===== config.mk =====
export PLATFORM = sky130hd
export DESIGN_NAME = ibex_alu_iter
export DESIGN_NICKNAME = d
export VERILOG_FILES = /design/src/rtl/ibex_alu_iter.sv
export SDC_FILE = /design/constraint.sdc
export NUM_CORES = 1
export LEC_CHECK = 0
export ABC_AREA = 1
export CORE_UTILIZATION = 54
export CTS_CLUSTER_DIAMETER = 40
export DETAILED_ROUTE_END_ITERATION = 12
export MAX_ROUTING_LAYER = met4
export PLACE_DENSITY = 0.84
export SLEW_MARGIN = 10
export SYNTH_ARGS = -nofsm -noshare
export SYNTH_HDL_FRONTEND = slang
export SYNTH_SLANG_ARGS = --single-unit

===== constraint.sdc =====
create_clock -name clk_i -period 1.9 [get_ports clk_i]
set_input_delay 0.285 -clock clk_i [delete_from_list [all_inputs] [get_ports clk_i]]
set_output_delay 0.285 -clock clk_i [all_outputs]
set_load 0.02 [all_outputs]

===== src/rtl/ibex_alu_iter.sv =====
// ibex_alu_iter: handshaked multi-cycle ALU with a parametrised datapath width.
// Single-cycle ops are computed combinationally and registered on accept;
// shifts are performed iteratively, SHIFT_STEP bits per cycle.
module ibex_alu_iter #(
    parameter int WIDTH      = 32,
    parameter int SHIFT_STEP = 1
) (
    input  logic             clk_i,
    input  logic             rst_i,
    input  logic             req_valid_i,
    output logic             req_ready_o,
    input  logic [3:0]       op_i,
    input  logic [WIDTH-1:0] operand_a_i,
    input  logic [WIDTH-1:0] operand_b_i,
    output logic             rsp_valid_o,
    input  logic             rsp_ready_i,
    output logic [WIDTH-1:0] result_o,
    output logic             carry_o,
    output logic             is_equal_o,
    output logic             err_o,
    output logic             busy_o
);

    // Shift amounts need AW bits; the counter gets one extra bit so that a
    // step of WIDTH is still representable.
    localparam int AW = $clog2(WIDTH);
    localparam int CW = AW + 1;
    localparam logic [CW-1:0] STEP = CW'(SHIFT_STEP);

    localparam logic [3:0] OP_ADD = 4'd0;
    localparam logic [3:0] OP_SUB = 4'd1;
    localparam logic [3:0] OP_OR  = 4'd2;
    localparam logic [3:0] OP_AND = 4'd3;
    localparam logic [3:0] OP_XOR = 4'd4;
    localparam logic [3:0] OP_EQ  = 4'd5;
    localparam logic [3:0] OP_SLL = 4'd6;
    localparam logic [3:0] OP_SRL = 4'd7;
    localparam logic [3:0] OP_SRA = 4'd8;

    typedef enum logic [1:0] {
        IDLE,
        SHIFT,
        DONE
    } state_t;

    typedef enum logic [1:0] {
        KIND_SLL,
        KIND_SRL,
        KIND_SRA
    } shift_kind_t;

    state_t          state;
    shift_kind_t     shift_kind;
    shift_kind_t     kind_next;
    logic [WIDTH-1:0] work;
    logic [CW-1:0]   remaining;
    logic            carry_q;
    logic            equal_q;
    logic            err_q;

    logic            accept;
    logic [WIDTH:0]  sum_ext;
    logic [WIDTH:0]  diff_ext;
    logic            operands_equal;
    logic [WIDTH-1:0] alu_result;
    logic            alu_carry;
    logic            alu_err;
    logic            is_shift;
    logic [CW-1:0]   shift_amt;
    logic [CW-1:0]   step_amt;
    logic [WIDTH-1:0] shifted;

    assign req_ready_o = !rst_i && (state == IDLE || (state == DONE && rsp_ready_i));
    assign accept      = req_valid_i && req_ready_o;

    assign sum_ext        = {1'b0, operand_a_i} + {1'b0, operand_b_i};
    assign diff_ext       = {1'b0, operand_a_i} + {1'b0, ~operand_b_i} + {{WIDTH{1'b0}}, 1'b1};
    assign operands_equal = (operand_a_i == operand_b_i);
    assign shift_amt      = CW'(operand_b_i[AW-1:0]);

    // Single-cycle result, carry and error flag for the opcode being offered.
    // Shifts preload the working register with A, which is also the final
    // result for a zero shift amount.
    always_comb begin
        alu_result = '0;
        alu_carry  = 1'b0;
        alu_err    = 1'b0;
        is_shift   = 1'b0;
        kind_next  = KIND_SLL;
        case (op_i)
            OP_ADD: begin
                alu_result = sum_ext[WIDTH-1:0];
                alu_carry  = sum_ext[WIDTH];
            end
            OP_SUB: begin
                alu_result = diff_ext[WIDTH-1:0];
                alu_carry  = diff_ext[WIDTH];
            end
            OP_OR:  alu_result = operand_a_i | operand_b_i;
            OP_AND: alu_result = operand_a_i & operand_b_i;
            OP_XOR: alu_result = operand_a_i ^ operand_b_i;
            OP_EQ:  alu_result = {{(WIDTH-1){1'b0}}, operands_equal};
            OP_SLL: begin
                alu_result = operand_a_i;
                is_shift   = 1'b1;
                kind_next  = KIND_SLL;
            end
            OP_SRL: begin
                alu_result = operand_a_i;
                is_shift   = 1'b1;
                kind_next  = KIND_SRL;
            end
            OP_SRA: begin
                alu_result = operand_a_i;
                is_shift   = 1'b1;
                kind_next  = KIND_SRA;
            end
            default: alu_err = 1'b1;
        endcase
    end

    // One iteration of the shifter: move by the smaller of the step size and
    // the bits still outstanding, filling according to the latched shift kind.
    always_comb begin
        step_amt = (remaining < STEP) ? remaining : STEP;
        case (shift_kind)
            KIND_SLL: shifted = work << step_amt;
            KIND_SRL: shifted = work >> step_amt;
            KIND_SRA: shifted = $unsigned($signed(work) >>> step_amt);
            default:  shifted = work;
        endcase
    end

    // Control FSM plus registered result/flags; an accept always wins because
    // it can only happen in IDLE or in DONE while the response is consumed.
    always_ff @(posedge clk_i) begin
        if (rst_i) begin
            state      <= IDLE;
            shift_kind <= KIND_SLL;
            work       <= '0;
            remaining  <= '0;
            carry_q    <= 1'b0;
            equal_q    <= 1'b0;
            err_q      <= 1'b0;
        end else if (accept) begin
            work       <= alu_result;
            carry_q    <= alu_carry;
            equal_q    <= operands_equal;
            err_q      <= alu_err;
            shift_kind <= kind_next;
            remaining  <= is_shift ? shift_amt : '0;
            state      <= (is_shift && shift_amt != '0) ? SHIFT : DONE;
        end else begin
            case (state)
                SHIFT: begin
                    work      <= shifted;
                    remaining <= remaining - step_amt;
                    if (remaining == step_amt) begin
                        state <= DONE;
                    end
                end
                DONE: begin
                    if (rsp_ready_i) begin
                        state <= IDLE;
                    end
                end
                default: state <= IDLE;
            endcase
        end
    end

    assign rsp_valid_o = (state == DONE);
    assign busy_o      = (state == SHIFT);
    assign result_o    = work;
    assign carry_o     = carry_q;
    assign is_equal_o  = equal_q;
    assign err_o       = err_q;

endmodule

==> results.md, run 1 <==
- Area share of the largest cell type after synthesis: between 15 and 20%
- Synth cell types: 50
- Largest net degree at the start of global routing: 39
- GR repair worst EP: result_o[29]$_SDFFE_PP0P_/D
- Mean Syn Cell Area: approximately 5.4 um2
- Largest family of logic cells by synthesized area: simple AND/OR/NAND/NOR gates
- Gpl congestion: between 1 and 1.5
- Worst endpoint type: sequential cell input
- Die width: 136 um
- Synthesized Nets: between 1.5k and 2k
- Grt ovf: 95
- Status: aborted with a tool error
- TritonCTS Buffers: 5
- Initial Util: between 50% and 60%
- Synth warnings: 0
- Synth Cell Area: between 9000 and 10000 um2
- Synth Area in Adders: 14.5%
- Fail Step: 5_1_grt
- Clock sink total: 45
- Post-detail-place hpwl: roughly 32000 um
- Root buf cell: clkbuf_16
- Compound-Gate Fraction of Synth Area: between 10% and 20%
- Seq/Total Area, Yosys: under 10%
- Mux contribution to synthesized area: 0%
- Post-synthesis instance total: ~1.8k
- Synth Area in Simple Gates: around two fifths
- Most common cell in the netlist: nand2_1
- Clk buf depth: 2
- #FFs+latches synth: 45
- Area leader, netlist: nand2_1
- CTS Hold Bufs: 0
- Count of input and output buffers: 109
- I/O pins: 110
- GRT Total Usage: between 70 and 80%
- Largest cells by area after synthesis: nand2_1, ha_1, inv_1, dfxtp_1, a21oi_1
- Synth cell count leaders: nand2_1, inv_1, nor2_1
- Dominant synthesized flop cell: dfxtp_1
- Xor/xnor share of the synthesized area: less than 1%
- Tool error: [ERROR GRT-0232] Routing congestion too high. Check the congestion heatmap in the GUI.
- EDFF count, synth: 0
- H-tree depth: 2
- Number of instances in the placed design: between 2k and 2.5k
- Rows: 48
- Ys async rst share: 0%
- Die H: ~140 um
- Placed inst area: roughly 13000 um2
[metal layers]
metal | GRT overflow | GRT usage [%]
met1 | 1 | 76.7
met2 | 55 | 93.6
met3 | 0 | 60.7
met4 | 39 | 71.2
met5 | - | -
[kinds of logic after synthesis]
kind of cell             count (synthesis)
AO/OA/AOI/OAI                          326
adder cells (fa/ha/maj)                111
AND/OR/NAND/NOR                        879
buffers and inverters                  409
flip-flops                              45
XOR/XNOR                                 6
[what timing repair did]
item,in CTS
pin swaps,137
setup buffers,43
setup endpoints to repair,39
gates resized for setup,510
[through the flow]
stage,hold slack [ns],setup slack [ns]
2_1_floorplan,0.354,0.00900
3_3_place_gp,0.462,-0.836
3_5_place_dp,0.465,-0.901
4_1_cts,0.476,-0.0207
==> inputs of run 2 (changes only) <==
--- a/config.mk
+++ b/config.mk
@@ -6,11 +6,9 @@
 export NUM_CORES = 1
 export LEC_CHECK = 0
 export ABC_AREA = 1
-export CORE_UTILIZATION = 54
-export CTS_CLUSTER_DIAMETER = 40
+export CORE_UTILIZATION = 40
 export DETAILED_ROUTE_END_ITERATION = 12
-export MAX_ROUTING_LAYER = met4
-export PLACE_DENSITY = 0.84
+export PLACE_DENSITY_LB_ADDON = 0.15
 export SLEW_MARGIN = 10
 export SYNTH_ARGS = -nofsm -noshare
 export SYNTH_HDL_FRONTEND = slang
==> constraint.sdc (replaced) <==
create_clock -name clk_i -period 2.5 [get_ports clk_i]
set_input_delay 0.375 -clock clk_i [delete_from_list [all_inputs] [get_ports clk_i]]
set_output_delay 0.375 -clock clk_i [all_outputs]
set_load 0.02 [all_outputs]
==> run 2 against run 1 <==
  * Area after synthesis stayed put
  * Synthesized cell count stayed put
  * The flow now finishes without violations
==> results.md, run 2 <==
- Synth warnings: 0 (unchanged)
- Fin area: between 10000 and 15000 um2
- Post-synthesis instance total: 1776 (unchanged)
- WL per Instance: about 16 um
- DRT Wirelength: ~40000 um
- Slowest-stage cell, CP: clkdlybuf4s50_1
- Area growth syn-to-layout: 44.3%
- Clk buf depth: 2 (unchanged)
- # fillers: 2456
- CP max FO: 6
- Area share of the largest cell type after synthesis: 19.7% (unchanged)
- Nets: 2306
- Max Fclk: roughly 0.4 GHz
- Top Family by Delay on Critical Path: simple AND/OR/NAND/NOR gates
- Cell-internal power: around 2.5 mW
- Dominant synthesized flop cell: dfxtp_1 (unchanged)
- Status: finished, final reports clean (was aborted with a tool error)
- Grt ovf: 0
- Die width: 157 um (was 136 um)
- I/O pins: 110 (unchanged)
- Critical Path Start Type: input port
- Area leader, netlist: nand2_1 (unchanged)
- CP endpoint kind: flop
- Switching Share: between 40% and 50%
- Peak supply drop: roughly 0.38 mV
- Max Cap Viol: 0
- Gpl congestion: 0.986 (was 1.07)
- Largest cells by area after synthesis: nand2_1, ha_1, inv_1, dfxtp_1, a21oi_1 (unchanged)
- Initial DRC Count: 1021
- Core Util, Final: around 59%
- Met2 Use GR: around 55%
- Net Sw Power: just over 2 mW
- Final period util: a little over nine tenths
- Most common cell in the netlist: nand2_1 (unchanged)
- Commonest non-fill, non-tap cells in the layout: nand2_1, inv_1, buf_4, nor2_1, nand3_1
- Largest net degree at the start of global routing: 39
- Global-route wire length before repair: 61600 um
- Buffer and inverter count on the worst path: 4
- Hold crit path type: flop to flop
- Busiest grt layer: met2
- Clock transition at path regs: 0.07 ns
- EDFF count, synth: 0 (unchanged)
- Slew @ Worst Pin: just over 0.5 ns
- Synth cell count leaders: nand2_1, inv_1, nor2_1 (unchanged)
- Register share of total power: between 10% and 20%
- Rows: 56 (was 48)
- Post-route DRC: 0
- DR vias: about 13k
- Ys async rst share: 0% (unchanged)
- H-tree depth: 2 (unchanged)
- Pwr dens: ~330 nW/um2
- Total die area: between 20000 and 25000 um2
- Synth cell types: 50 (unchanged)
- Leakage: approximately 7.3 nW
- Vias in the first global route: approximately 12k
- CTS tree: done
- Final setup viols: 0
- Ant. Diodes: 0
- Seq/Total Area, Yosys: 9.32% (unchanged)
- Area of the multi-input gates: between 7000 and 8000 um2
- Placed inst area: 13100 um2 (about the same)
- Crit Path Class: input port to flop
- Clock group share of total power: between 10% and 20%
- Fin crit period: around 2.4 ns
- DP Worst Slack: -0.414 ns (was -0.901 ns)
- Slew headroom: about 66%
- Detailed Routing Iterations Pass 1: 7
- CP arrival: about 2.6 ns
- CP Data Required Time: roughly 2.7 ns
- Comb pwr share: between 60% and 70%
- M3 GR Usage: ~2.5%
- Post-route setup slack: roughly 0.070 ns
- Share of cells above drive strength 1: 24.6%
- Met1 Usage GRT: slightly above 40%
- Root buf cell: clkbuf_16 (unchanged)
- Post-detail-place hpwl: 33000 um (was 31900 um)
- CTS Hold Bufs: 0 (unchanged)
- Mean Syn Cell Area: 5.44 um2 (unchanged)
- Pins over their slew limit: 0
- #FFs+latches synth: 45 (unchanged)
- Die H: 157 um (was 136 um)
- Max reg flops: 32
- Skew-Pair Late Insertion Delay: between 0.2 and 0.3 ns
- Initial Util: 40.9% (was 55.5%)
- Synthesized Nets: 1959 (unchanged)
- Clock sink total: 45 (unchanged)
- GRT Total Usage: around 32%
- Final Hold Viols: 0
- Clk_skew: 0.00645 ns
- TritonCTS Buffers: 5 (unchanged)
- Avg Vias per Cell: approximately 5
- Core Footprint: roughly 24000 um2
- CP cell instances: clkdlybuf4s50_1 > inv_1 > ha_1 > buf_6 > nor2_2 > inv_1 > nor2_2 > nand2_1 > nand2_1 > a21oi_2 > nand2_1 > nand2_1 > nand3_1 > nand3_2 > nand2_1 > a21oi_1
- Setup repair after global routing missed its margin: yes
- Synth Cell Area: 9660 um2 (unchanged)
- Count of input and output buffers: 109 (unchanged)
- Initial antenna violation count: 0
- Crit path top cell by count: nand2_1
- Commonest non-fill, non-tap cell in the layout: nand2_1
- Sequential cell area: 901 um2
- Routed Antenna Nets: 0
- Slowest stage delay, CP: 0.49 ns
## run 2: cell counts after synthesis
No cell type changed its count.
## run 2: cell families (layout without fill, tap and decap cells)
group	after synthesis	count (layout)	synth area share, %
AO/OA/AOI/OAI	326	326	19.5
XOR/XNOR	6	6	0.544
adder cells (fa/ha/maj)	111	111	14.5
buffers and inverters	409	757	17.4
flip-flops	45	45	9.32
AND/OR/NAND/NOR	879	879	38.7
## run 2: repair_timing
action | 4_1_cts | 5_1_grt
gates cloned | 0 | 0
pin swaps | 2 | 18
gates resized for setup | 23 | 151
setup buffers | 0 | 5
endpoints found under the setup margin | 18 | 29
## run 2: routing by layer
layer / vias up / share of wire, %
met1: 5670 / 44
met3: 91 / 5.2
met4: 0 / 4.9
met2: 434 / 46
li1: 6339 / -
met5: - / 0
## run 2: final timing paths
kind / startpoint / endpoint / slack (ns) / cells after the start
max: operand_b_i[22] / result_o[31] / 0.07 / 16
max reg2reg: remaining[2] / result_o[27] / 0.57 / 10
min reg2reg: remaining[3] / remaining[3] / 0.47 / 2
min: remaining[3] / remaining[3] / 0.47 / 2
## run 2: final cells by class
class	count	share of cell area, %
Sequential cell	45	6.46
Inverter	339	9.13
Timing Repair Buffer	410	25.0
Tap cell	319	2.86
Multi-Input combinational cell	1322	55.4
Clock buffer	6	0.924
Clock inverter	2	0.278
## run 2: worst register-to-register path, stage by stage, from the launching register on
cell	delay, ns
dfxtp_1	0.33
inv_2	0.08
nand2_1	0.06
nor3_2	0.17
nand2_2	0.10
inv_2	0.33
or2_2	0.21
nor2_1	0.04
nor3_1	0.31
nor2_1	0.10
a21oi_2	0.14
## run 2: power by group through the flow
stage | clock [mW] | combinational, mW | sequential (mW)
3_3_place_gp | 0 | 2.68 | 0.847
2_1_floorplan | 0 | 1.42 | 0.892
5_1_grt | 0.819 | 3.21 | 0.839
4_1_cts | 0.792 | 2.74 | 0.831
6_report | 0.782 | 2.94 | 0.832
3_5_place_dp | 0 | 2.70 | 0.846
## run 2: per-stage QoR
stage          setup TNS [ns]  hold slack [ns]  power, mW  instances
2_1_floorplan               0            0.444       2.31       1776
3_3_place_gp            -8.40            0.459       3.53       2430
3_5_place_dp            -9.19            0.466       3.54       2430
4_1_cts               -0.0365            0.475       4.36       2438
5_1_grt                -0.219            0.498       4.87       2443
6_report                    0            0.473       4.55       2443
(Power assumes the default switching activity.)
